[src/rtl/add7_pkg.sv]
//------------------------------------------------------------------------------
// add7_pkg : shared types and constants for the add7 kernel feeder
// Rev 1.0  : initial release
//------------------------------------------------------------------------------
`default_nettype none

package add7_pkg;

    typedef enum logic [1:0] {
        COLLECT = 2'd0,
        LAUNCH  = 2'd1,
        WAIT    = 2'd2,
        EMIT    = 2'd3
    } state_t;

    localparam int DEF_OPW_S = 10;
    localparam int DEF_OPW_L = 13;
    localparam int NUM_OPS   = 7;

    // Arrival order of operand words on the input stream
    localparam logic [2:0] SLOT_A = 3'd0;
    localparam logic [2:0] SLOT_B = 3'd1;
    localparam logic [2:0] SLOT_C = 3'd2;
    localparam logic [2:0] SLOT_D = 3'd3;
    localparam logic [2:0] SLOT_E = 3'd4;
    localparam logic [2:0] SLOT_F = 3'd5;
    localparam logic [2:0] SLOT_G = 3'd6;

    function automatic logic is_long_slot(input logic [2:0] idx);
        return (idx == SLOT_E) || (idx == SLOT_G);
    endfunction

endpackage

`default_nettype wire

[src/rtl/add7_feeder_if.sv]
//------------------------------------------------------------------------------
// add7_feeder_if : operand-in / result-out stream handshakes of the feeder
// Rev 1.0        : initial release
//------------------------------------------------------------------------------
`default_nettype none

interface add7_feeder_if
    import add7_pkg::*;
#(
    parameter int OPW_L = DEF_OPW_L
);
    logic             in_valid;
    logic             in_ready;
    logic [OPW_L-1:0] in_data;
    logic             out_valid;
    logic             out_ready;
    logic [OPW_L-1:0] out_data;
    logic             out_err;

    modport master (
        output in_valid, in_data, out_ready,
        input  in_ready, out_valid, out_data, out_err
    );

    modport slave (
        input  in_valid, in_data, out_ready,
        output in_ready, out_valid, out_data, out_err
    );
endinterface

`default_nettype wire

[src/rtl/add7_feeder.sv]
//------------------------------------------------------------------------------
// add7_feeder : gathers seven operand words, launches the add7 kernel and
//               returns its sum (or a zero/error word on watchdog timeout)
// Rev 1.0     : initial release
//------------------------------------------------------------------------------
`default_nettype none

module add7_feeder
    import add7_pkg::*;
#(
    parameter int TIMEOUT = 15,
    parameter int OPW_S   = DEF_OPW_S,
    parameter int OPW_L   = DEF_OPW_L
) (
    input  wire logic             clk,
    input  wire logic             rst_n,
    add7_feeder_if.slave          bus,
    output logic                  k_r_enable,
    output logic [OPW_S-1:0]      k_init_a,
    output logic [OPW_S-1:0]      k_init_b,
    output logic [OPW_S-1:0]      k_init_c,
    output logic [OPW_S-1:0]      k_init_d,
    output logic [OPW_L-1:0]      k_init_e,
    output logic [OPW_S-1:0]      k_init_f,
    output logic [OPW_L-1:0]      k_init_g,
    input  wire logic             k_w_enable,
    input  wire logic [OPW_L-1:0] k_result
);

    localparam int WD_W = $clog2(TIMEOUT + 1);

    state_t           state;
    state_t           state_nx;
    logic [2:0]       idx;
    logic [WD_W-1:0]  wd;
    logic [WD_W-1:0]  wd_nx;
    logic             wd_expire;
    logic             job_err;
    logic             short_ovf;

    logic [OPW_S-1:0] stg_a, stg_b, stg_c, stg_d, stg_f;
    logic [OPW_L-1:0] stg_e;

    // Watchdog expires on the edge where it would reach TIMEOUT
    assign wd_nx     = wd + WD_W'(1);
    assign wd_expire = (wd_nx == WD_W'(TIMEOUT));
    assign short_ovf = !is_long_slot(idx) && (|bus.in_data[OPW_L-1:OPW_S]);

    always_ff @(posedge clk or negedge rst_n) begin
        if (!rst_n) state <= COLLECT;
        else        state <= state_nx;
    end

    always_comb begin
        state_nx      = state;
        k_r_enable    = 1'b0;
        bus.in_ready  = 1'b0;
        bus.out_valid = 1'b0;
        case (state)
            COLLECT: begin
                bus.in_ready = rst_n;
                if (bus.in_valid && idx == SLOT_G) state_nx = LAUNCH;
            end
            LAUNCH: begin
                k_r_enable = 1'b1;
                state_nx   = WAIT;
            end
            WAIT: begin
                if (k_w_enable || wd_expire) state_nx = EMIT;
            end
            EMIT: begin
                bus.out_valid = 1'b1;
                if (bus.out_ready) state_nx = COLLECT;
            end
            default: state_nx = COLLECT;
        endcase
    end

    // Operands are staged so the kernel inputs only change once a job is complete
    always_ff @(posedge clk or negedge rst_n) begin
        if (!rst_n) begin
            idx          <= 3'd0;
            wd           <= '0;
            job_err      <= 1'b0;
            bus.out_data <= '0;
            bus.out_err  <= 1'b0;
            {stg_a, stg_b, stg_c, stg_d, stg_e, stg_f} <= '0;
            {k_init_a, k_init_b, k_init_c, k_init_d}   <= '0;
            {k_init_e, k_init_f, k_init_g}             <= '0;
        end else begin
            case (state)
                COLLECT: begin
                    if (bus.in_valid) begin
                        idx <= (idx == SLOT_G) ? 3'd0 : idx + 3'd1;
                        if (short_ovf) job_err <= 1'b1;
                        case (idx)
                            SLOT_A: stg_a <= bus.in_data[OPW_S-1:0];
                            SLOT_B: stg_b <= bus.in_data[OPW_S-1:0];
                            SLOT_C: stg_c <= bus.in_data[OPW_S-1:0];
                            SLOT_D: stg_d <= bus.in_data[OPW_S-1:0];
                            SLOT_E: stg_e <= bus.in_data;
                            SLOT_F: stg_f <= bus.in_data[OPW_S-1:0];
                            default: begin
                                k_init_a <= stg_a;
                                k_init_b <= stg_b;
                                k_init_c <= stg_c;
                                k_init_d <= stg_d;
                                k_init_e <= stg_e;
                                k_init_f <= stg_f;
                                k_init_g <= bus.in_data;
                            end
                        endcase
                    end
                end
                LAUNCH: wd <= '0;
                WAIT: begin
                    wd <= wd_nx;
                    if (k_w_enable) begin
                        bus.out_data <= k_result;
                        bus.out_err  <= job_err;
                    end else if (wd_expire) begin
                        bus.out_data <= '0;
                        bus.out_err  <= 1'b1;
                        job_err      <= 1'b1;
                    end
                end
                EMIT: begin
                    if (bus.out_ready) job_err <= 1'b0;
                end
                default: ;
            endcase
        end
    end

endmodule

`default_nettype wire

[src/flat_wrapper.sv]
// flat-port wrapper written by rule: the top's interface ports become plain ports
module add7_feeder_flat import add7_pkg::*;
#(
    parameter int TIMEOUT = 15,
    parameter int OPW_S   = DEF_OPW_S,
    parameter int OPW_L   = DEF_OPW_L
)
  (clk, rst_n, k_r_enable, k_init_a, k_init_b, k_init_c, k_init_d, k_init_e, k_init_f, k_init_g, k_w_enable, k_result, bus_in_valid, bus_in_data, bus_out_ready, bus_in_ready, bus_out_valid, bus_out_data, bus_out_err);
  add7_feeder_if #(.OPW_L(OPW_L)) bus_i ();
  input  wire logic clk;
  input  wire logic rst_n;
  output logic k_r_enable;
  output logic [OPW_S-1:0] k_init_a;
  output logic [OPW_S-1:0] k_init_b;
  output logic [OPW_S-1:0] k_init_c;
  output logic [OPW_S-1:0] k_init_d;
  output logic [OPW_L-1:0] k_init_e;
  output logic [OPW_S-1:0] k_init_f;
  output logic [OPW_L-1:0] k_init_g;
  input  wire logic k_w_enable;
  input  wire logic [OPW_L-1:0] k_result;
  input wire logic [$bits(bus_i.in_valid)-1:0] bus_in_valid;
  input wire logic [$bits(bus_i.in_data)-1:0] bus_in_data;
  input wire logic [$bits(bus_i.out_ready)-1:0] bus_out_ready;
  output wire logic [$bits(bus_i.in_ready)-1:0] bus_in_ready;
  output wire logic [$bits(bus_i.out_valid)-1:0] bus_out_valid;
  output wire logic [$bits(bus_i.out_data)-1:0] bus_out_data;
  output wire logic [$bits(bus_i.out_err)-1:0] bus_out_err;
  assign bus_i.in_valid = bus_in_valid;
  assign bus_i.in_data = bus_in_data;
  assign bus_i.out_ready = bus_out_ready;
  assign bus_in_ready = bus_i.in_ready;
  assign bus_out_valid = bus_i.out_valid;
  assign bus_out_data = bus_i.out_data;
  assign bus_out_err = bus_i.out_err;
  add7_feeder #(.TIMEOUT(TIMEOUT), .OPW_S(OPW_S), .OPW_L(OPW_L)) u_core (.clk(clk), .rst_n(rst_n), .bus(bus_i), .k_r_enable(k_r_enable), .k_init_a(k_init_a), .k_init_b(k_init_b), .k_init_c(k_init_c), .k_init_d(k_init_d), .k_init_e(k_init_e), .k_init_f(k_init_f), .k_init_g(k_init_g), .k_w_enable(k_w_enable), .k_result(k_result));
endmodule
[config.mk]
export PLATFORM = sky130hd
export DESIGN_NAME = add7_feeder_flat
export DESIGN_NICKNAME = d
export VERILOG_FILES = /design/src/rtl/add7_pkg.sv /design/src/rtl/add7_feeder_if.sv /design/src/rtl/add7_feeder.sv /design/src/flat_wrapper.sv
export SDC_FILE = /design/constraint.sdc
export NUM_CORES = 1
export LEC_CHECK = 0
export ABC_AREA = 0
export CORE_MARGIN = 3
export CORE_UTILIZATION = 35
export CTS_BUF_LIST = sky130_fd_sc_hd__clkbuf_16
export DETAILED_ROUTE_END_ITERATION = 8
export DONT_BUFFER_PORTS = 1
export PLACE_DENSITY = 0.51
export RECOVER_POWER = 25
export SLEW_MARGIN = 15
export SYNTH_ARGS = -nofsm -noshare
export SYNTH_HDL_FRONTEND = slang
export SYNTH_SLANG_ARGS = --single-unit
[constraint.sdc]
create_clock -name clk -period 4.8 [get_ports clk]
set_clock_uncertainty 0.05 [all_clocks]
set_input_delay 0.48 -clock clk [delete_from_list [all_inputs] [get_ports clk]]
set_output_delay 0.48 -clock clk [all_outputs]
set_load 0.02 [all_outputs]
==> run_results.csv <==
group,metric,value,unit
outcome,status,"finished clean",
clocking,cts.clk_slew.worst_paths,70,ps
sta,report.final.slew_viol_count,0,
floorplanning,die_x,141,um
global_routing,grt-ovfl-total,0,
setup_path,worstReg2RegStart,"u_core.state[0]$_DFFE_PN0P_",
finish,regArea,4080,sq um
clocking,cts_resized,0,
setup_path,arrival,2630,ps
floorplanning,dieArea,19800,sq um
place,hpwl,8690,um
floorplanning,core_area,17500,sq um
detailed_routing,ant_nets,0,
detailed_routing,drt_first_pass_iters,4,
power_and_ir_drop,total_power,5.02,mW
place,gp_congestion,0.729,
yosys,yosysTopAreaCellShare,64.3,%
setup_path,crit_path_top_delay_cell,"nand3_1",
yosys,yosys_warnings,0,
setup_path,setup.worst_path.end_class,"flip-flop",
yosys,netlist_area,6350,sq um
job,drv_cap,0,
setup_path,timing.rr.end,"u_core.stg_f[3]$_DFFE_PN0P_",
sta,relSlewSlack,47.3,%
setup_path,crit_type,"flip-flop to flip-flop",
setup_path,critPathLaunchType,"flip-flop",
finish,nFillCells,1640,
finish,area_growth,12.7,%
clocking,cts_max_level,4,
floorplanning,ios,124,
floorplanning,placementRows,48,
place,dp_cells,616,
yosys,yosys-top-cells-count,"163 x dfrtp_1, 100 x mux2_2, 40 x mux2_1, 13 x a22o_1, 9 x nand2_1",
clocking,clock_latency,420,ps
detailed_routing,drtIter0Drc,154,
power_and_ir_drop,vdd_ir_drop_max,0.280,mV
yosys,synth_edf_count,0,
global_routing,grt_pass1_wl,21300,um
yosys,synthTopCellsByArea,"dfrtp_1 64%, mux2_2 18%, mux2_1 7.1%, a22o_1 1.8%, ha_1 1.4%",
setup_path,critPathTopFamily,"simple AND/OR/NAND/NOR gates",
yosys,synth_most_common_cell,"dfrtp_1",
detailed_routing,viasPerCell,5.10,
global_routing,grt_pass1_vias,3481,
setup_path,cpPeakStageDelay,540,ps
clocking,post_cts_buffers,0,
sta,max_freq,420,MHz
yosys,synth.avg_cell_area,15.7,sq um
yosys,synth_cells,404,
finish,antennaDiodeCount,0,
detailed_routing,drc,0,
power_and_ir_drop,power.density,701,nW/um^2
yosys,synthFlopType,"dfrtp_1",
setup_path,cp.required,5050,ps
finish,stdcell_count,648,
setup_path,critPathBufInv,1,
sta,finalHoldViolCount,0,
place,port_buffers,0,
yosys,ys_types,38,
detailed_routing,wl_per_cell,21.0,um
global_routing,grt.total_usage,14.3,%
power_and_ir_drop,leakage,3.29,nW
global_routing,grt_max_degree,164,
setup_path,cp_cell_sequence,"inv_1 > ha_1 > nand2_2 > nor2_1 > nand3_1 > mux2_2",
clocking,cts.path.max_buffers,2,
yosys,yosysSeqAreaShare,64.3,%
finish,utilization,40.8,%
sta,worstMarginPinSlew,791,ps
setup_path,reg2reg_depth,6,
clocking,tritoncts,"done",
sta,min_period,2380,ps
finish,nets,449,
sta,rsz0062_at_grt,"false",
sta,setup_viol,0,
clocking,cts.sinks,163,
floorplanning,initial_core_util,36.2,%
finish,layout-drive-gt1-share,33.1,%
sta,tns,0,ps
detailed_routing,vias,3308,
clocking,clock-root-buffer,"clkbuf_16",
floorplanning,fp.dieH,141,um
sta,period_share,49.6,%
setup_path,r2r_slack,2420,ps
global_routing,antenna_found_initial,0,
yosys,ys_seq_elements,163,
min_path,holdCritPathClass,"primary input to async pin",
clocking,numCtsBuffers,17,
setup_path,crit_fanout,10,
detailed_routing,totalWireLength,13600,um
clocking,cts_hold_buf,1,
yosys,yosys.area.top_type,"dfrtp_1",
yosys,async_flop_share,100,%
yosys,synth_fp_nets,442,
finish,multi_input_area,2140,sq um
==> layout by cell type, fill, tap and decap left out, types with 2 or more instances in the layout <==
master,count
a22o_1,13
nand3_1,4
a21o_1,2
mux2_2,100
buf_4,4
clkinv_2,3
inv_1,8
o21ai_0,5
clkinvlp_4,3
nor2b_1,3
ha_1,7
nor3b_1,2
a21oi_1,5
dfrtp_1,163
clkbuf_16,17
and2_1,3
nor2_1,3
mux2_1,40
nand2_1,9
inv_6,4
==> report_power, final <==
part | switching, mW | internal [mW] | total, mW
clock network | 0.565 | 0.717 | 1.28
registers | 0.810 | 1.98 | 2.79
logic | 0.392 | 0.555 | 0.947
==> registers in the layout (all words and copies together) (netlist names), 4 cells and up <==
name	count
u_core.bus.out_data	13
u_core.k_init_a	10
u_core.k_init_b	10
u_core.k_init_c	10
u_core.k_init_d	10
u_core.k_init_e	13
u_core.k_init_f	10
u_core.k_init_g	13
u_core.stg_a	10
u_core.stg_b	10
u_core.stg_c	10
u_core.stg_d	10
u_core.stg_e	13
u_core.stg_f	10
u_core.wd	4
==> kinds of logic (layout without fill, tap and decap cells) <==
| group | count (synthesis) | in the layout | share of synthesized area, % |
|---|---|---|---|
| xor+xnor | 1 | 1 | 0.138 |
| flops | 163 | 163 | 64.3 |
| fa+ha+maj | 7 | 7 | 1.38 |
| compound gates | 33 | 33 | 3.81 |
| mux | 141 | 141 | 25.0 |
| simple gates | 34 | 34 | 3.23 |
| buf+inv | 25 | 44 | 2.17 |
==> how the worst max path moves through the flow <==
| stage | startpoint | to | slack [ps] | cells past startpoint |
|---|---|---|---|---|
| after floorplan | u_core.state[0]$_DFFE_PN0P_ | u_core.k_init_a[0]$_DFFE_PN0P_ | 2760 | 7 |
| after global placement | u_core.state[0]$_DFFE_PN0P_ | u_core.stg_f[5]$_DFFE_PN0P_ | 2510 | 6 |
| after detailed placement | u_core.state[0]$_DFFE_PN0P_ | u_core.stg_f[8]$_DFFE_PN0P_ | 2440 | 6 |
| after CTS | u_core.state[0]$_DFFE_PN0P_ | u_core.k_init_e[5]$_DFFE_PN0P_ | 2420 | 6 |
| after global routing | u_core.state[0]$_DFFE_PN0P_ | u_core.k_init_b[2]$_DFFE_PN0P_ | 2270 | 6 |
| final | u_core.state[0]$_DFFE_PN0P_ | u_core.stg_f[3]$_DFFE_PN0P_ | 2420 | 6 |
==> through the flow <==
step / worst slack [ps] / hold WS, ps / cell area (sq um)
global route: 2270 / 76.7 / 7150
finish: 2420 / 40.1 / 7150
global placement: 2510 / 141 / 6570
CTS: 2420 / 70.4 / 7150
detailed placement: 2440 / 138 / 6570
floorplan: 2760 / 134 / 6350
==> final cells by class <==
type                    count  area share (%)
repair buffers              5           0.805
multi-input cells         216            30.0
clock buffers              17            5.95
well taps                 225            3.94
clock inverters            14            1.84
flip-flops and latches    163            57.1
inverters                   8           0.420
==> layer usage <==
layer  GRT usage [%]  wire (um)  share of wire [%]  up-vias
met3            5.63       1020                7.5       14
met5               0          0                  0        -
met2            22.6       6590                 49       80
met4            4.59        166                1.2        0
li1                -          -                  -     1459
met1            18.2       5810                 43     1755
Power figures use the tool's default switching activity.
==> patch: new RTL, same flow settings <==
Re-encode `state_t` (4 states) as Gray code, 2 bits wide.
--- a/src/rtl/add7_pkg.sv
+++ b/src/rtl/add7_pkg.sv
@@ -7,10 +7,10 @@
 package add7_pkg;
 
     typedef enum logic [1:0] {
-        COLLECT = 2'd0,
-        LAUNCH  = 2'd1,
-        WAIT    = 2'd2,
-        EMIT    = 2'd3
+        COLLECT = 2'b00,
+        LAUNCH  = 2'b01,
+        WAIT    = 2'b11,
+        EMIT    = 2'b10
     } state_t;
 
     localparam int DEF_OPW_S = 10;
Behaviour: same outputs for any inputs over 4 cycles, from zero or initial values and one cycle with rst_n low; so few cycles prove little.
==> patch against the original RTL <==
Die area shrank 0.42%. Worst hold slack got worse by 73 ps. Critical path type unchanged. Design area is 0.28% lower. Total power up 2.5%. Routed wire length fell by 2.8%. Non-clock buffer count decreased by 2. Combinational power is 4.3% lower. Synthesized cell count is 0.74% higher. Setup slack improved by 4.0 ps. Sequential cell count did not move. The run now ends with negative hold slack left. Synthesized area down 0.43%. Sequential share of layout area is 0.16 points higher. Highest routed layer unchanged.
==> patch: results (changes against the original RTL) <==
- First-pass GRT wire length: 20.6 mm (was 21.3 mm)
- WL final: 13.2 mm (was 13.6 mm)
- Sw Ratio: 0.342 (was 0.352)
- Register area share after synthesis: 0.646 (was 0.643)
- Metal2 WL: 6.17 mm (was 6.59 mm)
- Mapped Nets: 441 (was 442)
- Layout cells sized above 1: 0.314 (was 0.331)
- Met3 usage: 0.0758 (was 0.0563)
- Worst Reg-to-Reg Cells: 5 (was 6)
- Slowest stage cell on the critical path: dfrtp_1 (was nand3_1)
- Vias/cell: 5.02 (was 5.10)
- Crit path time final: 2380 ps (about the same)
- Final Net Count: 445 (was 449)
- Sequential Power Share: 0.561 (was 0.556)
- Outcome: finished, violations left (was finished clean)
- Most frequent cells after synthesis: dfrtp_1 (163), mux2_2 (99), mux2_1 (40) (was dfrtp_1 (163), mux2_2 (100), mux2_1 (40))
- Final hold vios: 6 (was 0)
- Hold slack: -32.9 ps (was 40.1 ps)
- DPL Wire Length: 8.29 mm (was 8.69 mm)
- R2r setup slk: 2420 ps (about the same)
- Largest cells by area after synthesis: dfrtp_1 (65%), mux2_2 (18%), mux2_1 (7.1%) (was dfrtp_1 (64%), mux2_2 (18%), mux2_1 (7.1%))
- Worst Path Max Fanout: 43 (was 10)
- Failing checks: negative hold slack
- LEAKAGE: 3.23 nW (was 3.29 nW)
- Initial antenna violation count: 1 (was 0)
- GRT Overall Usage: 0.139 (was 0.143)
- M2 GR Usage: 0.212 (was 0.226)
- Netlist cell types: 35 (was 38)
- Placer congestion estimate: 0.763 (was 0.729)
- Vias in the first global route: 3407 (was 3481)
- Routed wl met3: 1.31 mm (was 1.02 mm)
- Clock share of power: 0.263 (was 0.256)
-- patch: cell count changes in the layout (fill, tap and decap cells not counted), moves of 3 or more --
cell     before  now
ha_1          7    3
inv_6         4    1
nor3_1        1    4
o22ai_1       1    4
-- patch: per-stage QoR --
step / std cells / util / total power [W] / hold slack (ps)
4_1_cts: 649 / 0.408 / 0.00522 / 73.9
3_3_place_gp: 616 / 0.372 / 0.00377 / 138
3_5_place_dp: 616 / 0.372 / 0.00382 / 138
5_1_grt: 649 / 0.408 / 0.00546 / 50.0
2_1_floorplan: 407 / - / 0.00356 / 134
6_report: 649 / 0.408 / 0.00514 / -32.9
-- patch: cell families (layout without fill, tap and decap cells) --
| logic type | count (synthesis) | in the layout | synth area share |
|---|---|---|---|
| buf+inv | 26 | 43 | 0.0224 |
| compound gates | 35 | 35 | 0.0402 |
| flops | 163 | 163 | 0.646 |
| simple gates | 39 | 39 | 0.0350 |
| mux | 141 | 141 | 0.251 |
| fa+ha+maj | 3 | 3 | 0.00594 |
-- patch: final cells by class --
| cell class | instances | area [sq um] | area share |
|---|---|---|---|
| clock buffer | 17 | 425 | 0.0597 |
| multi-input combinational | 218 | 2100 | 0.295 |
| tap | 225 | 282 | 0.0395 |
| inverter | 8 | 30.0 | 0.00421 |
| timing repair buffer | 3 | 42.5 | 0.00597 |
| clock inverter | 15 | 166 | 0.0233 |
| sequential | 163 | 4080 | 0.572 |
-- patch: how the worst min path moves through the flow --
stage               slack [ps]  startpoint  depth (start not counted)                     end
finish                     -30       rst_n                          1         u_core.stg_e[6]
global route                50       rst_n                          1      u_core.k_init_e[6]
CTS                         70       rst_n                          1      u_core.k_init_e[8]
detailed placement         140       rst_n                          0      u_core.k_init_e[6]
global placement           140       rst_n                          0         u_core.stg_e[6]
floorplan                  130       rst_n                          0  u_core.bus.out_data[0]
